### config.mk
export PLATFORM = sky130hd
export DESIGN_NAME = trng_word_collector
export DESIGN_NICKNAME = d
export VERILOG_FILES = /design/src/rtl/trng_word_collector.sv
export SDC_FILE = /design/constraint.sdc
export NUM_CORES = 1
export LEC_CHECK = 0
export BUFFER_PORTS_ARGS = -buffer_cell sky130_fd_sc_hd__buf_2
export CAP_MARGIN = 15
export CORE_MARGIN = 4
export CORE_UTILIZATION = 45
export CTS_CLUSTER_SIZE = 40
export DETAILED_ROUTE_END_ITERATION = 8
export SETUP_SLACK_MARGIN = 0.02
export SYNTH_ARGS = -nofsm -noshare
export SYNTH_HDL_FRONTEND = slang
export SYNTH_SLANG_ARGS = --single-unit
export TNS_END_PERCENT = 10
### constraint.sdc
create_clock -name clk -period 2.3 [get_ports clk]
set_clock_uncertainty 0.2 [all_clocks]
set_input_delay 0.115 -clock clk [delete_from_list [all_inputs] [get_ports clk]]
set_output_delay 0.115 -clock clk [all_outputs]
set_load 0.03 [all_outputs]
### src/rtl/trng_word_collector.sv
// trng_word_collector
//   Von Neumann debiases the raw TRNG bit stream, packs the surviving bits
//   into WORD_BITS-wide words and buffers them in a FIFO_DEPTH-entry FIFO
//   that the CPU pops through a one-cycle-latency read handshake.
//
//   Optional feature (macro TRNG_HEALTH_EN): repetition-count health test on
//   the raw samples. A run of RCT_CUTOFF identical samples sets the sticky
//   health_fail flag, flushes the FIFO and the partial word, and stops
//   collection until clr_fail is pulsed. Without the macro health_fail is 0
//   and clr_fail is ignored.
//
// Ports
//   clk         clock
//   rstn        synchronous active-low reset
//   raw_bit     raw entropy bit from the TRNG core
//   raw_valid   raw_bit is a fresh sample this cycle
//   rd_en       pop request
//   rd_data     popped word (registered, holds between pops)
//   rd_valid    one-cycle pulse, rd_data is valid
//   empty       FIFO holds no words (registered)
//   full        FIFO holds FIFO_DEPTH words (registered)
//   health_fail sticky repetition-count failure
//   clr_fail    clears health_fail and restarts collection
module trng_word_collector #(
  parameter int unsigned WORD_BITS  = 32,
  parameter int unsigned FIFO_DEPTH = 4,
  parameter int unsigned RCT_CUTOFF = 16
) (
  input  logic                 clk,
  input  logic                 rstn,
  input  logic                 raw_bit,
  input  logic                 raw_valid,
  input  logic                 rd_en,
  output logic [WORD_BITS-1:0] rd_data,
  output logic                 rd_valid,
  output logic                 empty,
  output logic                 full,
  output logic                 health_fail,
  input  logic                 clr_fail
);

  localparam int unsigned PTR_W = $clog2(FIFO_DEPTH);
  localparam int unsigned CNT_W = $clog2(FIFO_DEPTH + 1);
  localparam int unsigned BIT_W = $clog2(WORD_BITS);

  typedef enum logic {
    IDLE,
    HAVE_FIRST
  } pair_state_t;

  pair_state_t state_q, state_d;
  logic                 first_q;
  logic                 emit_c;

  logic [WORD_BITS-1:0] shift_q;
  logic [BIT_W-1:0]     bit_cnt_q;
  logic [WORD_BITS-1:0] hold_q;
  logic                 hold_valid_q;

  logic [WORD_BITS-1:0] mem [FIFO_DEPTH];
  logic [PTR_W-1:0]     wr_ptr_q, rd_ptr_q;
  logic [CNT_W-1:0]     count_q, count_d;
  logic                 empty_q, full_q;
  logic                 push_c, pop_c;

  logic                 fail_q;
  logic                 trip_c;
  logic                 block_c;

  // Collection and pops stop while failed and in the cycle the test trips.
  assign block_c = fail_q | trip_c;

`ifdef TRNG_HEALTH_EN
  localparam int unsigned RCT_W = $clog2(RCT_CUTOFF + 1);

  logic [RCT_W-1:0] rct_cnt_q;
  logic             prev_q;

  assign trip_c = !fail_q && (rct_cnt_q == RCT_W'(RCT_CUTOFF));

  // Repetition-count test; the counter saturates at the cutoff and freezes
  // while failed so the flag stays meaningful until cleared.
  always_ff @(posedge clk) begin
    if (!rstn) begin
      fail_q    <= 1'b0;
      rct_cnt_q <= '0;
      prev_q    <= 1'b0;
    end else if (clr_fail) begin
      fail_q    <= 1'b0;
      rct_cnt_q <= '0;
    end else begin
      if (trip_c) fail_q <= 1'b1;
      if (!fail_q && raw_valid) begin
        prev_q <= raw_bit;
        if (rct_cnt_q == '0 || raw_bit != prev_q)
          rct_cnt_q <= RCT_W'(1);
        else if (rct_cnt_q != RCT_W'(RCT_CUTOFF))
          rct_cnt_q <= rct_cnt_q + RCT_W'(1);
      end
    end
  end
`else
  logic unused_cfg;

  assign fail_q     = 1'b0;
  assign trip_c     = 1'b0;
  assign unused_cfg = ^{clr_fail, 32'(RCT_CUTOFF)};
`endif

  assign health_fail = fail_q;

  // Pair FSM state register.
  always_ff @(posedge clk) begin
    if (!rstn) state_q <= IDLE;
    else       state_q <= state_d;
  end

  // Pair FSM next state; a differing pair emits its first bit.
  always_comb begin
    state_d = state_q;
    emit_c  = 1'b0;
    if (block_c) begin
      state_d = IDLE;
    end else if (raw_valid) begin
      case (state_q)
        IDLE:       state_d = HAVE_FIRST;
        HAVE_FIRST: begin
          emit_c  = (raw_bit != first_q);
          state_d = IDLE;
        end
        default:    state_d = IDLE;
      endcase
    end
  end

  // First sample of the current pair.
  always_ff @(posedge clk) begin
    if (!rstn)
      first_q <= 1'b0;
    else if (raw_valid && state_q == IDLE && !block_c)
      first_q <= raw_bit;
  end

  assign push_c = hold_valid_q && !full_q && !block_c;
  assign pop_c  = rd_en && !empty_q && !block_c;

  // Word assembly; a finished word waits in hold_q until the FIFO accepts it
  // and any bits emitted meanwhile are dropped.
  always_ff @(posedge clk) begin
    if (!rstn || block_c) begin
      shift_q      <= '0;
      bit_cnt_q    <= '0;
      hold_q       <= '0;
      hold_valid_q <= 1'b0;
    end else begin
      if (push_c) hold_valid_q <= 1'b0;
      if (emit_c && (!hold_valid_q || push_c)) begin
        shift_q <= {shift_q[WORD_BITS-2:0], first_q};
        if (bit_cnt_q == BIT_W'(WORD_BITS - 1)) begin
          hold_q       <= {shift_q[WORD_BITS-2:0], first_q};
          hold_valid_q <= 1'b1;
          bit_cnt_q    <= '0;
        end else begin
          bit_cnt_q <= bit_cnt_q + BIT_W'(1);
        end
      end
    end
  end

  // Occupancy after this cycle's push/pop.
  always_comb begin
    count_d = count_q;
    case ({push_c, pop_c})
      2'b10:   count_d = count_q + CNT_W'(1);
      2'b01:   count_d = count_q - CNT_W'(1);
      default: count_d = count_q;
    endcase
  end

  // FIFO storage.
  always_ff @(posedge clk) begin
    if (push_c) mem[wr_ptr_q] <= hold_q;
  end

  // FIFO pointers, count and registered status flags.
  always_ff @(posedge clk) begin
    if (!rstn || block_c) begin
      wr_ptr_q <= '0;
      rd_ptr_q <= '0;
      count_q  <= '0;
      empty_q  <= 1'b1;
      full_q   <= 1'b0;
    end else begin
      if (push_c) wr_ptr_q <= wr_ptr_q + PTR_W'(1);
      if (pop_c)  rd_ptr_q <= rd_ptr_q + PTR_W'(1);
      count_q <= count_d;
      empty_q <= (count_d == '0);
      full_q  <= (count_d == CNT_W'(FIFO_DEPTH));
    end
  end

  // Read port.
  always_ff @(posedge clk) begin
    if (!rstn) begin
      rd_data  <= '0;
      rd_valid <= 1'b0;
    end else begin
      rd_valid <= pop_c;
      if (pop_c) rd_data <= mem[rd_ptr_q];
    end
  end

  assign empty = empty_q;
  assign full  = full_q;

endmodule

# After elaboration in Yosys (flattened, before gate mapping)
# Memories as Yosys holds them, arrays and structs flattened. A register that Yosys moved wholly into a read port is not among the register bits.
# Index checks and enable logic that the tools add are counted.
# Widths: inputs -> output; s select.
[classes]
add_sub_neg = 5
n_mul = 0
div_mod_pow = 0
magnitude_cmp = 0
n_eq_ne = 5
shift = 0
muxes = 10
bitwise = 1
reduce_logical = 11
[ops]
columns = ["operator", "count"]
rows = [
  ["$mux 1", 7],
  ["$pmux 3 s2", 1],
  ["$add 5x1->5 const B", 1],
  ["$eq 5x5->1 const B", 1],
  ["$mux 5", 1],
  ["$add 2x1->2 const B", 2],
  ["$logic_and 1x1->1", 4],
  ["$logic_not 1->1", 4],
  ["$add 3x1->3 const B", 1],
  ["$eq 3x3->1 const B", 1],
  ["$logic_not 3->1", 1],
  ["$sub 3x1->3 const B", 1],
  ["$eq 2x1->1 const B", 1],
  ["$eq 2x2->1 const B", 1],
  ["$pmux 1 s2", 1],
  ["$reduce_and 2->1", 1],
  ["$logic_or 1x1->1", 1],
  ["$ne 1x1->1", 1],
  ["$not 1->1", 1],
]
[totals]
reg_bits = 81
latch_bits = 0
mem_bits_rw = 128
mem_bits_ro = 0
inputBits = 6
output_inout_bits = 36
wordCells = 45
memories = 1
[mem_list]
columns = ["memory", "depth", "width", "read_ports", "rd_clocked_by_memory_dff", "write_ports", "line_no", "rtl"]
rows = [
  ["mem", 4, 32, 1, 1, 1, "60", "logic [WORD_BITS-1:0] mem [FIFO_DEPTH];"],
]

# Longest topological paths before layout
# Gate-level depths: netlist (run 1).
[logic_depth]
word_depth = 5
depth_mapped = 8
ltp_nobuf = 7

# Worst setup path after synthesis (run 1)
# Ideal clock, no wire load.
[synth_timing]
path_kind = "register to register"
startpoint = "reg full_q (netlist: full)"
endpoint = "reg empty_q (netlist: empty)"
setup_ps = 116
arrival_ps = 2115
required_time_ps = 1984
path_slack_ps = -132
stages_incl_launch_ff = 9
path_buffers = 1
period_less_slack_ps = 2432
cell_sequence = "dfxtp_1 > nor2b_1 > clkbuf_1 > inv_1 > ha_1 > fa_1 > xnor2_1 > or3_1 > a31o_2"
[synth_between]
elab_chain_cells = 5
word_cells_on_any_way = 6
cone_classes = "eq/ne: 2; mux: 1; reduce/logical: 3"
[synth_lines]
columns = ["item", "line_no", "rtl"]
rows = [
  ["start: declaration", "63", "logic empty_q, full_q;"],
  ["start signal: assignment", "198", "full_q <= (count_d == CNT_W'(FIFO_DEPTH));"],
  ["$logic_not 1->1 (*)", "144", "assign push_c = hold_valid_q && !full_q && !block_c;"],
  ["$logic_and 1x1->1 (*)", "144", ""],
  ["$eq 2x1->1 / $eq 2x2->1 (equally long branches)", "173", "case ({push_c, pop_c})"],
  ["$pmux 3 s2 (*)", "173", ""],
  ["$logic_not 3->1 (*)", "197", "empty_q <= (count_d == '0);"],
  ["end signal: assignment", "197", ""],
  ["end: declaration", "63", ""],
]
# Every way passes the cells marked *; elsewhere a longest branch is shown, timed or not.
# A chain may end at the register's enable or synchronous reset.

# Worst setup path after layout (run 1)
[layout_timing]
startpoint = "reg bit_cnt_q[0]"
endpoint = "reg bit_cnt_q[3]"
[layout_between]
elab_chain_cells = 2
word_cells_on_any_way = 3
cone_classes = "add/sub: 1; eq/ne: 1; mux: 1"
[layout_lines]
columns = ["item", "line_no", "rtl"]
rows = [
  ["start: declaration", "56", "logic [BIT_W-1:0] bit_cnt_q;"],
  ["start signal: assignment", "164", "bit_cnt_q <= bit_cnt_q + BIT_W'(1);"],
  ["$add 5x1->5 / $eq 5x5->1 (equally long branches)", "164, 159", ""],
  ["$mux 5 (*)", "159", "if (bit_cnt_q == BIT_W'(WORD_BITS - 1)) begin"],
]
# Marked as above.

==> impl_results.md, run 1 <==
- Final Max Tran Viols: 0
- Register Area: 0.00611 sq mm
- CTS clk-pin slew, worst paths: 0.06 ns
- CP max stage delay: 0.58 ns
- Total track usage: 15.7%
- Crit path max fanout: 6
- CP bufs+invs: 0
- Peak VDD IR: 0.459 mV
- Synthesis-stage register bit count: 241
- Final Critical Period: 2.17 ns
- Initial antenna violation count: 0
- Status: finished, final reports clean
- Initial Util: between 40% and 50%
- WP depth: 5
- CP top delay family: simple AND/OR/NAND/NOR gates
- CP Launch Type: flip-flop
- Slew HR: 59.0%
- Final Hold Fails: 0
- Final setup viols: 0
- Leak: around 3.1 nW
- First-pass GRT wire length: 28100 um
- Total grt overflow: 0
- Clk root buf: clkbuf_16
- RePlAce Congestion: 0.733
- Total power draw: about 8.6 mW
- Syn Nets: 640
- Via Count: 5239
- YS warnings: 0
- CTS tree: yes
- Post-Route WL: 17300 um
- H-tree depth: 1
- Rows: slightly above 50
- Critical path type: reg -> reg
- Unrepaired setup endpoints after global routing: false
- Max Fclk: 0.461 GHz
- Slowest cell on the critical path: or4_4
- CTS sink cnt: 241
- Worst EP arrival: 2.38 ns
- DP HPWL: 9620 um
- Final net count: 681
- Die height: 150 um
- Area of the multi-input gates: approximately 0.0027 sq mm
- Share of post-route cells with drive strength above 1: 20.7%
- Synthesized cell area: approximately 0.0090 sq mm
- Worst Hold Margin: 0.242 ns
- Post-Route Setup TNS: 0 ns
- Global route hottest layer: met2
- Post-synthesis average cell area: ~14 sq um
- WHS Path Cells: 4
- Met3 Track Usage GR: 2.57%
- R2r worst-path depth: 5
- Global Route met1 Usage: 21.3%
- Vias/cell: ~5.5
- Post-synth EDFFs: 128
- Die Width: roughly 150 um
- Starting DRC count in detailed routing: between 500 and 600
- Critical Path RT: 2.51 ns
- Antenna viol nets, final: 0
- Register area share after synthesis: between 60% and 70%
- Placeable core area: 0.0196 sq mm
- Hold Crit Class: in -> reg
- Cell variety after synth: 45
- Mapped Cells: 626
- Most common cell after layout, fill and taps aside: edfxtp_1
- Ys async rst share: 0%
- IO buf count: 39
- Area Overhead vs Synth: 16.1%
- Commonest non-fill, non-tap cells in the layout: 128 x edfxtp_1, 111 x dfxtp_1, 65 x nand2_1
- Worst-case clock buffer depth: 3
- Critical Path, Cell by Cell: ha_1, and3_1, ha_1, or4_4, o41ai_2
- GR Util met2: 26.0%
- Worst skew pair latency: about 0.52 ns
- Number of global-route vias before repair: 5382
- Area post-placement: 0.00964 sq mm
- Drt wl/cell: 18.2 um
- Power Density: between 800 and 900 mW/mm^2
- Max-cap viol count: 0
- DRC: 0
- Main synth FF type: edfxtp_1
- Antenna Cells: 0
- Most used cell along the critical path: ha_1
- CP endpoint kind: flip-flop
- Final period util: a little over nine tenths
- DRT Pass-1 Iters: 6
- Die ar.: roughly 0.022 sq mm
- Finished Cell Area: 0.0105 sq mm
- FILL cells: 1624
- Measured slew at the worst slew-check pin: 0.614 ns
- Ports: 42
- Pin count of the biggest net entering global routing: 69
- Number of buffers created by CTS: 26
## stage by stage
stage,worst slack [ns],std cells,utilization [%]
after floorplan,0.0501,626,-
after global placement,0.136,900,49.2
after detailed placement,0.0980,900,49.2
after CTS,0.0926,952,53.6
after global routing,0.0324,952,53.6
final,0.131,952,53.6
## report_power, final
| part | internal [mW] | switching, mW | total [mW] |
|---|---|---|---|
| Sequential | 4.49 | 0.00639 | 4.49 |
| Combinational | 0.0377 | 0.129 | 0.166 |
| Clock | 2.34 | 1.59 | 3.92 |
## layer usage
metal / vias to the layer above / wire length (um)
li1: 2477 / -
met1: 2606 / 7710
met2: 125 / 8440
met3: 31 / 793
met4: 0 / 355
met5: - / 0
## what timing repair did
action                     CTS  global route
hold buffers                 4             0
resized for setup            0             2
setup endpoints to repair    0             2
hold endpoints to repair    42             0
setup buffers                0             0
## kinds of logic after synthesis
family          share of synthesized area (%)
mux                                      11.7
flops                                    67.5
buf+inv                                  2.84
compound gates                           8.94
other cells                            0.0415
xor+xnor                                0.775
simple gates                             6.99
fa+ha+maj                                1.19
## area by class of cell
cell class	instances	share of cell area, %
flip-flops and latches	241	58.2
multi-input cells	326	25.8
clock buffers	43	7.51
repair buffers	66	4.84
well taps	265	3.16
clock inverters	5	0.262
inverters	6	0.214
## state kept, by name, indices dropped and copies added, names as in the netlist
| signal | count |
|---|---|
| mem | 128 |
| rd_ptr_q | 2 |
| full | 1 |
| first_q | 1 |
| empty | 1 |
| count_q | 3 |
| hold_q | 32 |
| rd_data | 32 |
| wr_ptr_q | 2 |
| bit_cnt_q | 5 |
| shift_q | 31 |
| rd_valid | 1 |
| hold_valid_q | 1 |
| state_q | 1 |
## path summary, 6_finish.rpt
path | to | from | slack [ns]
worst max-delay path | bit_cnt_q[3]$_SDFFE_PN0P_ | bit_cnt_q[0]$_SDFFE_PN0P_ | 0.13
worst min-delay path | state_q$_SDFFE_PN0P_ | raw_valid | 0.24
worst max register to register | bit_cnt_q[3]$_SDFFE_PN0P_ | bit_cnt_q[0]$_SDFFE_PN0P_ | 0.13
worst min register to register | rd_data[8]$_SDFFE_PN0P_ | rd_data[8]$_SDFFE_PN0P_ | 0.27
## synthesized netlist by cell type (4+ instances only)
library cell	instances	area, sq um
inv_1	5	18.8
a22o_1	32	280
nor2_1	10	37.5
mux2i_1	34	340
o31ai_1	33	248
a21oi_1	34	170
ha_1	7	87.6
dfxtp_1	113	2260
mux4_2	32	721
buf_2	4	20.0
and2_1	8	50.1
edfxtp_1	128	3840
xnor2_1	5	43.8
nand2_1	65	244
nand4_1	32	200
clkbuf_1	42	158
## worst reg2reg max path, cell delays in order, from the launching register on
cell,delay [ns]
dfxtp_1,0.36
ha_1,0.25
and3_1,0.19
ha_1,0.25
or4_4,0.58
o41ai_2,0.23
Power figures use the tool's default switching activity.
==> inputs of run 2 (changes only) <==
--- a/config.mk
+++ b/config.mk
@@ -7,6 +7,7 @@
 export LEC_CHECK = 0
 export BUFFER_PORTS_ARGS = -buffer_cell sky130_fd_sc_hd__buf_2
 export CAP_MARGIN = 15
+export CORE_ASPECT_RATIO = 0.9
 export CORE_MARGIN = 4
 export CORE_UTILIZATION = 45
 export CTS_CLUSTER_SIZE = 40
==> run 2 against run 1 <==
  * Sequential share of layout area about the same
  * Final cell count decreased by 1.8%
  * Worst hold slack better by 0.0054 ns
  * Flip-flop and latch count unchanged
==> impl_results.md, run 2 (same netlist as run 1, synthesis figures left out) <==
- Most common cell after layout, fill and taps aside: edfxtp_1
- Vias/cell: 5.65 (+2.6%)
- Register Area: 0.00611 sq mm (unchanged)
- Biggest regs: mem x128, hold_q x32, rd_data x32
- Initial antenna violation count: 0 (unchanged)
- Critical path type: reg -> reg
- Initial Util: 46.5% (+0.31 points)
- Worst skew pair latency: 0.51 ns (about the same)
- Leak: 3.14 nW (+0.31%)
- CP Launch Type: flip-flop
- Max reg flops: 128 (unchanged)
- DRC: 0 (unchanged)
- Via Count: 5279 (+0.76%)
- CP max stage delay: 0.40 ns (-0.18 ns)
- Clk root buf: clkbuf_16
- Worst EP arrival: 2.42 ns (+0.04 ns)
- Setup Buffers After CTS: 0 (unchanged)
- H-tree depth: 1 (unchanged)
- Critical Path RT: 2.51 ns (about the same)
- Measured slew at the worst slew-check pin: 0.764 ns (+0.150 ns)
- CTS sink cnt: 241 (unchanged)
- Most flop-heavy register: mem
- Die height: 143 um (-4.9%)
- Unrepaired setup endpoints after global routing: true
- Die Width: 157 um (+5.1%)
- Total grt overflow: 0 (unchanged)
- CP bufs+invs: 1 (+1)
- Post-Route WL: 17500 um (+0.97%)
- Antenna viol nets, final: 0 (unchanged)
- Drt wl/cell: 18.7 um (+2.8%)
- Area Overhead vs Synth: 16.1% (about the same)
- Commonest non-fill, non-tap cells in the layout: 128 x edfxtp_1, 111 x dfxtp_1, 65 x nand2_1
- Status: finished, final reports clean
- IO buf count: 39 (unchanged)
- Hold Crit Class: in -> reg
- Final std cells w/o fill: 935 (-1.8%)
- DRT Pass-1 Iters: 4 (-2)
- CP endpoint kind: flip-flop
- Number of global-route vias before repair: 5421 (+0.72%)
- Final net count: 680 (-0.15%)
- DP HPWL: 9840 um (+2.3%)
- Max Fclk: 0.453 GHz (-1.7%)
- Total track usage: 16.1% (+0.46 points)
- Share of post-route cells with drive strength above 1: 21.3% (+0.64 points)
- RePlAce Congestion: 0.715 (-2.4%)
- Peak VDD IR: 0.516 mV (+13%)
- First-pass GRT wire length: 29000 um (+3.1%)
- Rows: 48 (-5.9%)
- FILL cells: 1596 (-1.7%)
- CP top delay family: simple AND/OR/NAND/NOR gates
- Max-cap viol count: 0 (unchanged)
- Pin count of the biggest net entering global routing: 46 (-33%)
- Worst-case clock buffer depth: 3 (unchanged)
- Critical Path, Cell by Cell: nor2b_2, inv_1, ha_2, fa_2, xnor2_1, or3_1, a31o_2
- Antenna Cells: 0 (unchanged)
- Ports: 42 (unchanged)
- Crit path max fanout: 3 (-3)
- Final Max Tran Viols: 0 (unchanged)
- Post-Route Setup TNS: 0 ns (unchanged)
- Total power draw: 8.82 mW (+2.7%)
- Final setup viols: 0 (unchanged)
- Area of the multi-input gates: 0.00271 sq mm (-0.14%)
- Die ar.: 0.0224 sq mm (about the same)
- Power Density: 840 mW/mm^2 (+2.7%)
- Final period util: 96.0% (+1.7 points)
- Placeable core area: 0.0195 sq mm (-0.67%)
- Slowest cell on the critical path: or3_1
- Placed cells: 885 (-1.7%)
- Final Critical Period: 2.21 ns (+0.0383 ns)
- CTS clk-pin slew, worst paths: 0.06 ns (about the same)
- CTS tree: yes
- Number of buffers created by CTS: 25 (-3.8%)
- Slew HR: 48.8% (-10 points)
- Starting DRC count in detailed routing: 367 (-28%)
- Final Hold Fails: 0 (unchanged)
-- run 2: timing repair --
| item | 4_1_cts | 5_1_grt |
|---|---|---|
| resized for setup | 0 | 1 |
| hold endpoints to repair | 16 | 0 |
| setup endpoints to repair | 0 | 2 |
| hold buffers | 4 | 0 |
-- run 2: metal layers --
layer	global-route usage [%]	share of wire, %	vias up	wire, um
met5	0	0	-	0
met4	4.57	2.3	0	409
met3	2.83	4.5	25	786
met2	26.8	49	116	8580
met1	22.0	44	2654	7700
li1	-	-	2484	-
-- run 2: area by class of cell --
class                      count  share of cell area [%]
inverter                       6                   0.214
clock inverter                13                    1.68
tap                          250                    2.98
clock buffer                  33                    6.53
sequential                   241                    58.2
multi-input combinational    326                    25.8
timing repair buffer          66                    4.60
-- run 2: path summary, 6_finish.rpt --
path / startpoint / endpoint / slack [ns] / depth (start not counted)
max reg2reg: hold_valid_q$_SDFF_PN0_ / empty$_SDFF_PN1_ / 0.09 / 7
min reg2reg: rd_data[6]$_SDFFE_PN0P_ / rd_data[6]$_SDFFE_PN0P_ / 0.26 / 1
min: raw_valid / state_q$_SDFFE_PN0P_ / 0.25 / 4
max: hold_valid_q$_SDFF_PN0_ / empty$_SDFF_PN1_ / 0.09 / 7
-- run 2: through the flow --
| stage | instance area (sq um) | utilization (%) | worst slack, ns | hold slack [ns] |
|---|---|---|---|---|
| floorplan | 9050 | - | 0.0501 | 0.0518 |
| global placement | 9600 | 49.3 | 0.147 | 0.222 |
| detailed placement | 9600 | 49.3 | 0.0647 | 0.230 |
| CTS | 10500 | 53.9 | 0.0426 | 0.236 |
| global route | 10500 | 54.0 | 0.000860 | 0.267 |
| finish | 10500 | 54.0 | 0.0927 | 0.247 |
-- run 2: report_power, final --
| part | internal [mW] | total (mW) | switching (mW) |
|---|---|---|---|
| registers | 4.49 | 4.49 | 0.00630 |
| clock network | 2.55 | 4.16 | 1.61 |
| logic | 0.0331 | 0.162 | 0.129 |
| total | 7.07 | 8.82 | 1.75 |
-- run 2: worst min-delay path, cell delays in order --
cell	delay (ns)
dlygate4sd3_1	0.52
buf_2	0.15
xnor2_1	0.07
nor2_1	0.07
==> inputs of run 3 (changes only) <==
--- a/config.mk
+++ b/config.mk
@@ -9,7 +9,7 @@
 export CAP_MARGIN = 15
 export CORE_ASPECT_RATIO = 0.9
 export CORE_MARGIN = 4
-export CORE_UTILIZATION = 45
+export CORE_UTILIZATION = 25
 export CTS_CLUSTER_SIZE = 40
 export DETAILED_ROUTE_END_ITERATION = 8
 export SETUP_SLACK_MARGIN = 0.02
==> run 3 against run 2 <==
  * Maximum frequency up 0.58%
  * Worst setup slack gained 0.013 ns
  * Sequential power hardly changed
  * Count of clock-buffer cells in the layout down 2
  * Final cell count up 25%
  * Total power down 3.4%
  * Worst hold slack better by 0.024 ns
  * Design area grew 2.5%
  * Die area grew 75%
==> impl_results.md, run 3 (same netlist as run 1, synthesis figures left out) <==
- Status: finished, final reports clean
- Die Width: 209 um (+32%)
- Clk root buf: clkbuf_16
- Most flop-heavy register: mem
- Share of post-route cells with drive strength above 1: 22.1% (+0.81 points)
- Initial Util: 25.6% (-21 points)
- Total track usage: 8.98% (-7.1 points)
- Register Area: 0.00611 sq mm (unchanged)
- Post-Route WL: 18100 um (+3.7%)
- Power Density: 792 mW/mm^2 (-5.7%)
- Die ar.: 0.0393 sq mm (+75%)
- CTS tree: yes
- Most common cell after layout, fill and taps aside: edfxtp_1
- Die height: 188 um (+32%)
- Antenna viol nets, final: 0 (unchanged)
- Reg-to-reg endpoint: empty$_SDFF_PN1_
- Final Hold Fails: 0 (unchanged)
- Slew HR: 52.5% (+3.7 points)
- Worst skew pair latency: 0.51 ns (about the same)
- Max Fclk: 0.456 GHz (+0.58%)
- Pin count of the biggest net entering global routing: 54 (+17%)
- Met3 wire len: 744 um (-5.3%)
- Post-Route Setup TNS: 0 ns (unchanged)
- Leak: 3.17 nW (+1.0%)
- Total grt overflow: 0 (unchanged)
- Final Max Tran Viols: 0 (unchanged)
- Max-cap viol count: 0 (unchanged)
- Area post-placement: 0.00990 sq mm (+3.2%)
- FILL cells: 3514 (+120%)
- Met2 wire length: 8530 um (-0.54%)
- Via Count: 5185 (-1.8%)
- Peak VDD IR: 0.516 mV (about the same)
- DRC: 0 (unchanged)
- CP endpoint kind: flip-flop
- R2r startpoint: hold_valid_q$_SDFF_PN0_
- Min-Delay Endpoint: rd_data[29]$_SDFFE_PN0P_
- CTS clk-pin slew, worst paths: 0.06 ns (about the same)
- DRT Pass-1 Iters: 5 (+1)
- H-tree depth: 1 (unchanged)
- Ports: 42 (unchanged)
- Initial antenna violation count: 1 (+1)
- R2r worst-path depth: 7 (unchanged)
- Biggest regs: mem x128, hold_q x32, rd_data x32
- Area Overhead vs Synth: 18.9%
- Final setup viols: 0 (unchanged)
- RePlAce Congestion: 0.740 (+3.5%)
- Crit path max fanout: 3 (unchanged)
- WL met1: 8500 um (+10%)
- Max reg flops: 128 (unchanged)
- Commonest non-fill, non-tap cells in the layout: 128 x edfxtp_1, 111 x dfxtp_1, 65 x nand2_1
- Rows: 65 (+35%)
- Vias/cell: 4.45 (-21%)
- DP HPWL: 11200 um (+13%)
- Number of global-route vias before repair: 5210 (-3.9%)
- Hold path start: rd_data[29]$_SDFFE_PN0P_
- Worst-case clock buffer depth: 3 (unchanged)
- Final period util: 95.4% (-0.56 points)
- Slowest cell on the critical path: or3_1
- Measured slew at the worst slew-check pin: 0.711 ns (-0.0529 ns)
- Area of the multi-input gates: 0.00271 sq mm (about the same)
- First-pass GRT wire length: 29400 um (+1.4%)
- WHS Path Cells: 1 (-3)
- Final Critical Period: 2.19 ns (-0.0128 ns)
- CP Launch Type: flip-flop
- Finished Cell Area: 0.0108 sq mm (+2.5%)
- CTS sink cnt: 241 (unchanged)
- Hold Crit Class: reg -> reg
- Critical path type: reg -> reg
- Final core utilization: 30.4% (-24 points)
- Final net count: 692 (+1.8%)
- Unrepaired setup endpoints after global routing: true
- Drt wl/cell: 15.5 um (-17%)
- Critical Path, Cell by Cell: nor2b_1, inv_1, ha_2, fa_2, xnor2_1, or3_1, a31o_2
- Number of buffers created by CTS: 25 (unchanged)
- IO buf count: 39 (unchanged)
- Worst EP arrival: 2.40 ns (-0.02 ns)
- CP max stage delay: 0.39 ns (about the same)
- Placeable core area: 0.0354 sq mm (+82%)
- Critical Path RT: 2.51 ns (about the same)
- Top sig layer: met4
- Starting DRC count in detailed routing: 324 (-12%)
- Worst R2R Setup Slack: 0.11 ns (about the same)
run 3: what timing repair did:
| action | CTS | global route |
|---|---|---|
| endpoints found under the setup margin | 0 | 3 |
| buffers inserted | 0 | 0 |
| gates resized for setup | 0 | 1 |
| hold buffers | 7 | 0 |
| hold endpoints to repair | 21 | 0 |
run 3: metal layers:
| metal | up-vias | global-route usage (%) |
|---|---|---|
| li1 | 2502 | - |
| met1 | 2576 | 12.6 |
| met2 | 81 | 14.4 |
| met3 | 26 | 1.85 |
| met4 | 0 | 1.97 |
| met5 | - | 0 |
run 3: how the worst max path moves through the flow:
stage               cells after the start               startpoint               end
floorplan                               8          full$_SDFF_PN0_  empty$_SDFF_PN1_
global placement                        7  hold_valid_q$_SDFF_PN0_  empty$_SDFF_PN1_
detailed placement                      7  hold_valid_q$_SDFF_PN0_  empty$_SDFF_PN1_
CTS                                     7  hold_valid_q$_SDFF_PN0_  empty$_SDFF_PN1_
global route                            7  hold_valid_q$_SDFF_PN0_  empty$_SDFF_PN1_
finish                                  7  hold_valid_q$_SDFF_PN0_  empty$_SDFF_PN1_
run 3: critical path: cells and delay by family, from the launching register on:
kind	cells	cell delay, ns
buffers and inverters	1	0.06
and+or+nand+nor	2	0.57
AOI/OAI and AO/OA	1	0.24
adders and majority gates	2	0.54
xor gates and xnor gates	1	0.14
DFF	1	0.34
run 3: per-stage QoR:
step	cells	hold slack [ns]	setup slack (ns)	total power, mW
5_1_grt	1165	0.286	0.000342	8.81
3_3_place_gp	1113	0.200	0.0990	4.74
4_1_cts	1165	0.271	0.104	8.63
6_report	1166	0.271	0.105	8.52
3_5_place_dp	1113	0.203	0.115	4.74
2_1_floorplan	626	0.0518	0.0501	4.69
run 3: cell type report:
type | count | share of cell area, %
Sequential cell | 241 | 56.8
Multi-Input combinational cell | 326 | 25.2
Inverter | 6 | 0.209
Clock inverter | 14 | 1.15
Clock buffer | 31 | 6.12
Timing Repair Buffer | 78 | 5.05
Tap cell | 469 | 5.45
Antenna cell | 1 | 0.0233
run 3: where the power goes:
group          leakage (nW)  total [mW]  switching (mW)  internal [mW]
logic                 0.988       0.170           0.129         0.0415
clock network         0.389        3.86            1.60           2.26
registers              1.79        4.49         0.00606           4.49
total                  3.17        8.52            1.74           6.78
